[config.mk]
export PLATFORM = sky130hd
export DESIGN_NAME = lol_scheduler
export DESIGN_NICKNAME = d
export VERILOG_FILES = /design/src/rtl/lol_scheduler.sv
export SDC_FILE = /design/constraint.sdc
export NUM_CORES = 1
export LEC_CHECK = 0
export CAP_MARGIN = 40
export CORE_AREA = 2 2 55 57
export DETAILED_ROUTE_END_ITERATION = 7
export DIE_AREA = 0 0 57 59
export HOLD_SLACK_MARGIN = 0.03
export PLACE_DENSITY = 0.8
export SLEW_MARGIN = 20
export SYNTH_ARGS = -nofsm -noshare
export SYNTH_HDL_FRONTEND = slang
export SYNTH_SLANG_ARGS = --single-unit
[constraint.sdc]
create_clock -name clk -period 2.62 [get_ports clk]
set_input_delay 0.524 -clock clk [delete_from_list [all_inputs] [get_ports clk]]
set_output_delay 0.524 -clock clk [all_outputs]
set_load 0.02 [all_outputs]
[src/rtl/lol_scheduler.sv]
// lol_scheduler: round-robin front-end for a single LOL symbol reader.
// Grants one requester per word, brackets the word with reader restart/flush and classifies it.
module lol_scheduler #(
  parameter int COUNT_W = 4,
  parameter int MAX_SYM = 8
) (
  input  logic               clk,
  input  logic               restart,
  input  logic [2:0]         req0_bits,
  input  logic               req0_valid,
  output logic               req0_ready,
  input  logic [2:0]         req1_bits,
  input  logic               req1_valid,
  output logic               req1_ready,
  output logic [2:0]         rd_bits,
  output logic               rd_restart,
  input  logic               L,
  input  logic               O,
  input  logic               Y,
  output logic [1:0]         grant,
  output logic               done,
  output logic               done_owner,
  output logic [1:0]         kind,
  output logic               timeout,
  output logic [COUNT_W-1:0] hits0,
  output logic [COUNT_W-1:0] hits1
);

  typedef enum logic [2:0] {S_IDLE, S_RST, S_FWD, S_FLUSH, S_SAMPLE} state_t;

  localparam logic [COUNT_W-1:0] HITS_MAX = '1;

  state_t     r_state;
  state_t     w_next;
  logic       r_owner;
  logic       r_last;
  logic       r_abort;
  logic [3:0] r_cnt;
  logic       w_full;
  logic       w_fwd_ready;
  logic       w_owner_valid;
  logic [2:0] w_owner_bits;
  logic       w_pick;
  logic [1:0] w_kind;

  assign w_full        = (r_cnt == 4'(MAX_SYM));
  assign w_owner_valid = r_owner ? req1_valid : req0_valid;
  assign w_owner_bits  = r_owner ? req1_bits : req0_bits;
  // On a tie the requester not served last wins; a lone requester always wins.
  assign w_pick        = (req0_valid && req1_valid) ? ~r_last : req1_valid;

  assign w_kind = r_abort ? 2'b00 :
                  Y       ? 2'b11 :
                  O       ? 2'b10 :
                  L       ? 2'b01 : 2'b00;

  assign grant      = (r_state == S_IDLE) ? 2'b00 : (r_owner ? 2'b10 : 2'b01);
  assign req0_ready = w_fwd_ready && !r_owner;
  assign req1_ready = w_fwd_ready && r_owner;

  always_ff @(posedge clk) begin
    if (restart) r_state <= S_IDLE;
    else         r_state <= w_next;
  end

  always_comb begin
    // NOTE: every signal gets a default before the case so no path leaves it unassigned (no latch).
    w_next      = r_state;
    rd_restart  = 1'b0;
    w_fwd_ready = 1'b0;
    case (r_state)
      S_IDLE:   if (req0_valid || req1_valid) w_next = S_RST;
      S_RST: begin
        rd_restart = 1'b1;
        w_next     = S_FWD;
      end
      S_FWD: begin
        w_fwd_ready = !w_full;
        if (w_full || !w_owner_valid || (w_owner_bits == 3'b000)) w_next = S_FLUSH;
      end
      S_FLUSH:  w_next = S_SAMPLE;
      S_SAMPLE: w_next = S_IDLE;
      default:  w_next = S_IDLE;
    endcase
  end

  // NOTE: sequential state uses non-blocking assignments so every register sees pre-edge values.
  always_ff @(posedge clk) begin
    if (restart) begin
      r_owner    <= 1'b0;
      r_last     <= 1'b1;
      r_cnt      <= 4'd0;
      r_abort    <= 1'b0;
      rd_bits    <= 3'b000;
      done       <= 1'b0;
      timeout    <= 1'b0;
      kind       <= 2'b00;
      done_owner <= 1'b0;
      hits0      <= '0;
      hits1      <= '0;
    end else begin
      rd_bits <= 3'b000;
      done    <= 1'b0;
      timeout <= 1'b0;
      case (r_state)
        S_IDLE: if (req0_valid || req1_valid) r_owner <= w_pick;
        S_RST: begin
          r_cnt   <= 4'd0;
          r_abort <= 1'b0;
        end
        S_FWD: begin
          if (w_full) begin
            r_abort <= 1'b1;
          end else if (w_owner_valid && (w_owner_bits != 3'b000)) begin
            rd_bits <= w_owner_bits;
            r_cnt   <= r_cnt + 4'd1;
          end
        end
        S_SAMPLE: begin
          done       <= 1'b1;
          timeout    <= r_abort;
          kind       <= w_kind;
          done_owner <= r_owner;
          r_last     <= r_owner;
          if (w_kind != 2'b00) begin
            if (r_owner) begin
              if (hits1 != HITS_MAX) hits1 <= hits1 + 1'b1;
            end else begin
              if (hits0 != HITS_MAX) hits0 <= hits0 + 1'b1;
            end
          end
        end
        default: ;
      endcase
    end
  end

endmodule
# Word-level counts from Yosys, hierarchy flattened
# Index checks and enable logic that the tools add are counted.
word_totals:
  ff_bits: 26
  word_cells: 75
op_classes:
  n_reduce_logical: 23
  mux: 20
  add_sub_neg: 3
  bitwise_logic: 5
  n_eq_ne: 12
op_table:
  columns: ["operator", "n"]
  rows:
  - ["4-bit by 1-bit adder with 4-bit output, second input constant", 3]
  - ["3-bit case mux with 4 select lines", 1]
  - ["2-bit 2-to-1 mux", 5]
  - ["3-bit 2-to-1 mux", 3]
  - ["4-bit 2-to-1 mux", 2]
  - ["2-bit != test, second input constant", 4]
  - ["4-bit != test, second input constant", 2]
  - ["4-bit case mux with 2 select lines", 1]
  - ["4-bit AND reduction", 2]
  - ["1-bit 2-to-1 mux", 7]
  - ["3-bit by 2-bit == test with 1-bit output, second input constant", 2]
  - ["3-bit zero test", 2]
  - ["2-bit AND reduction", 3]
  - ["1-bit NOT", 5]
  - ["4-bit == test, second input constant", 1]
  - ["1-bit logical AND", 4]
  - ["2-bit nonzero test", 2]
  - ["4-bit OR reduction", 1]
  - ["3-bit by 1-bit == test with 1-bit output, second input constant", 1]
  - ["3-bit == test, second input constant", 1]
  - ["1-bit zero test", 3]
  - ["1-bit logical OR", 3]
  - ["3-bit AND reduction", 1]
  - ["3-bit nonzero test", 1]
  - ["other kinds (3)", 3]

# Depth between registers and ports, before layout
depth:
  word_depth: 6
  ltp_mapped: 6
  depth_no_buf: 6

# Least setup slack after synthesis
# No wires, ideal clock.
synth_path:
  path_type: "reg2out"
  startpoint: "reg r_state[1]"
  endpoint: "out req1_ready"
  stages_incl_launch_ff: 5
  arrival_time_ps: 1405
  setup_slack_ps: 691
  cell_sequence: "dfxtp_1 buf_2 or3b_2 nor2_1 and2_1"
synth_between:
  elab_chain_len: 3
synth_lines:
  columns: ["element", "line_no", "source"]
  rows:
  - ["start: declaration", "33", "state_t r_state;"]
  - ["start signal: assignment", "63", "else r_state <= w_next;"]
  - ["3-bit by 2-bit == test with 1-bit output", "71", "case (r_state)"]
  - ["1-bit 2-to-1 mux", "71", null]
  - ["1-bit logical AND", "59", "assign req1_ready = w_fwd_ready && r_owner;"]
  - ["end: declaration", "14", "output logic req1_ready,"]
# Every way passes these cells.

# Final worst setup path
layout_path:
  startpoint: "reg r_state[0]"
  endpoint: "out rd_restart"
layout_between:
  elab_chain_len: 2
layout_lines:
  columns: ["element", "line_no", "source"]
  rows:
  - ["3-bit by 1-bit == test with 1-bit output", "71", null]
  - ["1-bit 2-to-1 mux", "71", null]
  - ["end: declaration", "16", "output logic rd_restart,"]
# Every way passes these cells.

==> results.txt <==
The worst vdd rail ir drop was 0.000306 V. The endpoint kind of the worst setup timing path is an output pin. The number of buffers added by the clock tree synthesis step was 3. Grouping stages by cell kind, the critical path spends the most delay in buffers and inverters. The count of placed standard cells including taps was 200. The number of antenna diodes in the final layout is 0. The initial core utilization came out at 0.464. Measured along the y axis, the die boundary spans 59 um. The number of vias in the routed layout was 1,133; the ratio of routed vias to standard cells was 5.55. The setup slack on the worst flop-to-flop path came out at 550 ps.

The run gives 34 as the count of boundary I/O pins. The post-synthesis area per instance works out to 8.93 sq um. Summed over all instances, the cell type with the most area after synthesis is sky130_fd_sc_hd__dfxtp_1.

The first global-routing pass estimated 4.36 mm of wire. Combined area of all synthesized cells: 1260 sq um. The floorplan step defined a die boundary enclosing 3360 sq um. In this run the standard cell core region covers 2710 sq um.

For this run, the top clock speed supported by timing is 0.400 GHz. Setup repair after global routing left no endpoint under its margin. The signal on the critical path passes through inv_1 -> or3_1 -> inv_1 -> clkdlybuf4s50_1. The maximum level of the CTS H-tree was 1. Power spread over the standard cell area amounts to 481 nW/um^2. The post-synthesis cell type count was 40. The initial antenna violation count was 0. For the post-cts repair resize count, the log shows 1.

Setup violations remaining at the end of the flow were counted as 0. Along the worst path, the maximum fanout reaches 9. The combined flip-flop and latch cell area is 522 sq um, and the count of placed standard cells in the final layout, fillers left out is 204. Dividing the detail-routed wire length by the instance count gives 13.0 um. The critical path contains buffers and inverters numbering 3 combined.

The design area was 1650 sq um; the standard-cell row count was 19. The run finished with clean final reports. The critical path runs through a total of 4 cells.

For the share of the yosys chip area belonging to registers, the log shows 0.414. The tools report the source-to-sink clock delay at the later pin of the worst-skew pair as 310 ps. In the final layout, the multi-input gates occupy 661 sq um. The logs give 0.615 nW for the static power due to leakage and 0.852 for the placer congestion estimate.

STA classifies the critical path startpoint as a flip-flop. On the critical path, the stage with the largest delay is an instance of sky130_fd_sc_hd__clkdlybuf4s50_1. The number of nets handed over by synthesis was 158. Setup total negative slack on the finished layout was measured at 0 ps.

The total routing usage reported by global routing was 0.161. Across the run, the number of max-cap violations was 0. TritonCTS built the clock tree. Overall power of the completed layout: 0.791 mW. The synthesized design contains 26 register bits. The number of input and output port buffers inserted came out at 33. The final layout contains 191 nets.

Detailed-placement wirelength estimate: 2.05 mm. The logs give 0 for the final number of hold-violating endpoints and 0 for the DRC violations left. The logs give 7.57 ps for the worst setup skew after layout and 0 for the final global-route overflow total. In this run the remaining antenna-violating nets after routing total 0. The placed standard-cell area is 1610 sq um, and the via count of the first global-routing pass is 1,042. By instance count, the cell type seen most on the critical path is sky130_fd_sc_hd__inv_1. After clock tree synthesis, the clock-pin slew on the worst setup and hold paths is 140 ps. In this run, synthesis inferred 0 flip-flops with an integrated enable. Entering global routing, the biggest net connects 16 pins. Post-route clock period utilization: 0.954. At the pin with the least slew margin, the transition time is 622 ps. The minimum period implied by the final worst setup slack came out at 2500 ps. The end-of-flow core utilization is 0.607. Ranked by total cell area, the synthesized netlist is headed by sky130_fd_sc_hd__dfxtp_1 (41%), sky130_fd_sc_hd__mux2i_1 (4.8%), sky130_fd_sc_hd__nor2_1 (4.2%), sky130_fd_sc_hd__a21oi_1 (4.0%), sky130_fd_sc_hd__ha_1 (4.0%). For this run, the detailed router's first-pass iteration total came to 4.

In this run, the number of DRC markers left after iteration 0 of detailed routing was 21. In this design, the stage delay of the slowest critical-path cell is 600 ps. Fraction of registers with async set/reset: 0. The number of warnings printed during yosys synthesis was 0; the instance count of the mapped netlist was 141. The run gives 1980 ps as the worst path arrival time. The post-CTS setup buffer count is 0. The path class of the lowest-slack min-delay path is reg2reg. The category of the most critical setup path is reg2out. At the worst endpoint, the required time is 2100 ps. The fraction of final layout cells with drive strength greater than 1 came out at 0.0809.

For this block, the routed nets add up to 2.66 mm of wire. The clock sink count was 26; the area share of the largest cell type after synthesis was 0.414. Setup slack closes at 120 ps. The count of final max-slew check failures was 0; the depth of the worst hold-timing path was 2.

For this run, the leading register cell type out of synthesis is sky130_fd_sc_hd__dfxtp_1. Timing analysis after detailed placement gives a worst setup slack of 265 ps. The tools report the root buffer selected by CTS as sky130_fd_sc_hd__clkbuf_4. The die is 57 um wide.

The filler cells instantiated in the layout total 240. The final hold slack was 469 ps. The buffer depth of the longest clock path is 2, and the cell depth of the worst flop-to-flop path is 4.

Number of hold buffers added after cts: 0. The post-synthesis to final-layout area growth was 30.7%; the worst slew slack as a fraction of its limit was 0.582.
worst paths after layout:
path | start | end
setup reg to reg | r_state[2]$_SDFFE_PP0P_ | hits0[3]$_SDFFE_PP0P_
hold / removal | done_owner$_SDFFE_PP0N_ | done_owner$_SDFFE_PP0N_
setup / recovery | r_state[0]$_SDFFE_PP0P_ | rd_restart
hold reg to reg | done_owner$_SDFFE_PP0N_ | done_owner$_SDFFE_PP0N_
metal layers:
layer | global-route usage | vias up | wire length [um]
met4 | 0.0432 | 0 | 0
met3 | 0.0240 | 0 | 134
met1 | 0.209 | 533 | 1240
met2 | 0.282 | 30 | 1290
li1 | - | 570 | -
met5 | 0 | - | 0
registers in the layout (all words and copies together), names as in the netlist:
signal      count
hits0           4
hits1           4
r_cnt           4
r_state         3
rd_bits         3
kind            2
done            1
done_owner      1
r_abort         1
r_last          1
r_owner         1
timeout         1
cell usage after synthesis, types with 2 or more instances:
cell type	count
sky130_fd_sc_hd__a31oi_1	2
sky130_fd_sc_hd__and3_1	2
sky130_fd_sc_hd__a21oi_1	10
sky130_fd_sc_hd__nor3b_1	2
sky130_fd_sc_hd__mux2i_1	6
sky130_fd_sc_hd__a31o_2	2
sky130_fd_sc_hd__nor2b_1	2
sky130_fd_sc_hd__or3_1	3
sky130_fd_sc_hd__nand3_1	5
sky130_fd_sc_hd__o211ai_1	4
sky130_fd_sc_hd__ha_1	4
sky130_fd_sc_hd__nor2_1	14
sky130_fd_sc_hd__a21o_1	2
sky130_fd_sc_hd__nand2b_1	2
sky130_fd_sc_hd__xnor2_1	3
sky130_fd_sc_hd__inv_1	7
sky130_fd_sc_hd__buf_4	2
sky130_fd_sc_hd__and2_1	2
sky130_fd_sc_hd__nand4_1	2
sky130_fd_sc_hd__nor3_1	10
sky130_fd_sc_hd__nand2_1	7
sky130_fd_sc_hd__dfxtp_1	26
sky130_fd_sc_hd__buf_2	2
sky130_fd_sc_hd__clkbuf_1	4
layout make-up:
type / count / share of cell area
multi-input cells: 99 / 0.402
inverters: 7 / 0.0160
repair buffers: 37 / 0.220
clock buffers: 4 / 0.0221
well taps: 31 / 0.0236
flip-flops and latches: 26 / 0.317
cell families (layout without fill, tap and decap cells):
kind of cell / Yosys count / in the layout / synth area share
flops: 26 / 26 / 0.414
simple gates: 61 / 61 / 0.280
buf+inv: 16 / 48 / 0.0616
mux: 7 / 7 / 0.0567
compound gates: 24 / 24 / 0.127
fa+ha+maj: 4 / 4 / 0.0398
xor+xnor: 3 / 3 / 0.0209
worst reg2reg max path: stages (launching register included):
cell and delay [ps]:
sky130_fd_sc_hd__dfxtp_1 520, sky130_fd_sc_hd__or3b_1 540, sky130_fd_sc_hd__nor4_4 460, sky130_fd_sc_hd__nand4_1 160, sky130_fd_sc_hd__mux2_1 320
placed cells by master (no fill, tap or decap), types with 3 or more instances in the layout:
cell                              Yosys  routed
sky130_fd_sc_hd__a21oi_1             10      10
sky130_fd_sc_hd__buf_4                2       4
sky130_fd_sc_hd__clkbuf_4             0       3
sky130_fd_sc_hd__clkdlybuf4s50_1      0      31
sky130_fd_sc_hd__dfxtp_1             26      25
sky130_fd_sc_hd__ha_1                 4       4
sky130_fd_sc_hd__inv_1                7       7
sky130_fd_sc_hd__mux2i_1              6       6
sky130_fd_sc_hd__nand2_1              7       7
sky130_fd_sc_hd__nand3_1              5       5
sky130_fd_sc_hd__nor2_1              14      14
sky130_fd_sc_hd__nor3_1              10      10
sky130_fd_sc_hd__o211ai_1             4       4
sky130_fd_sc_hd__or3_1                3       3
sky130_fd_sc_hd__xnor2_1              3       3
power by group:
group / total, mW / switching [mW] / internal, mW
Clock: 0.198 / 0.113 / 0.0848
Sequential: 0.425 / 0.0175 / 0.408
Combinational: 0.168 / 0.0849 / 0.0832
Note: power is estimated with default switching activity, not from simulation.
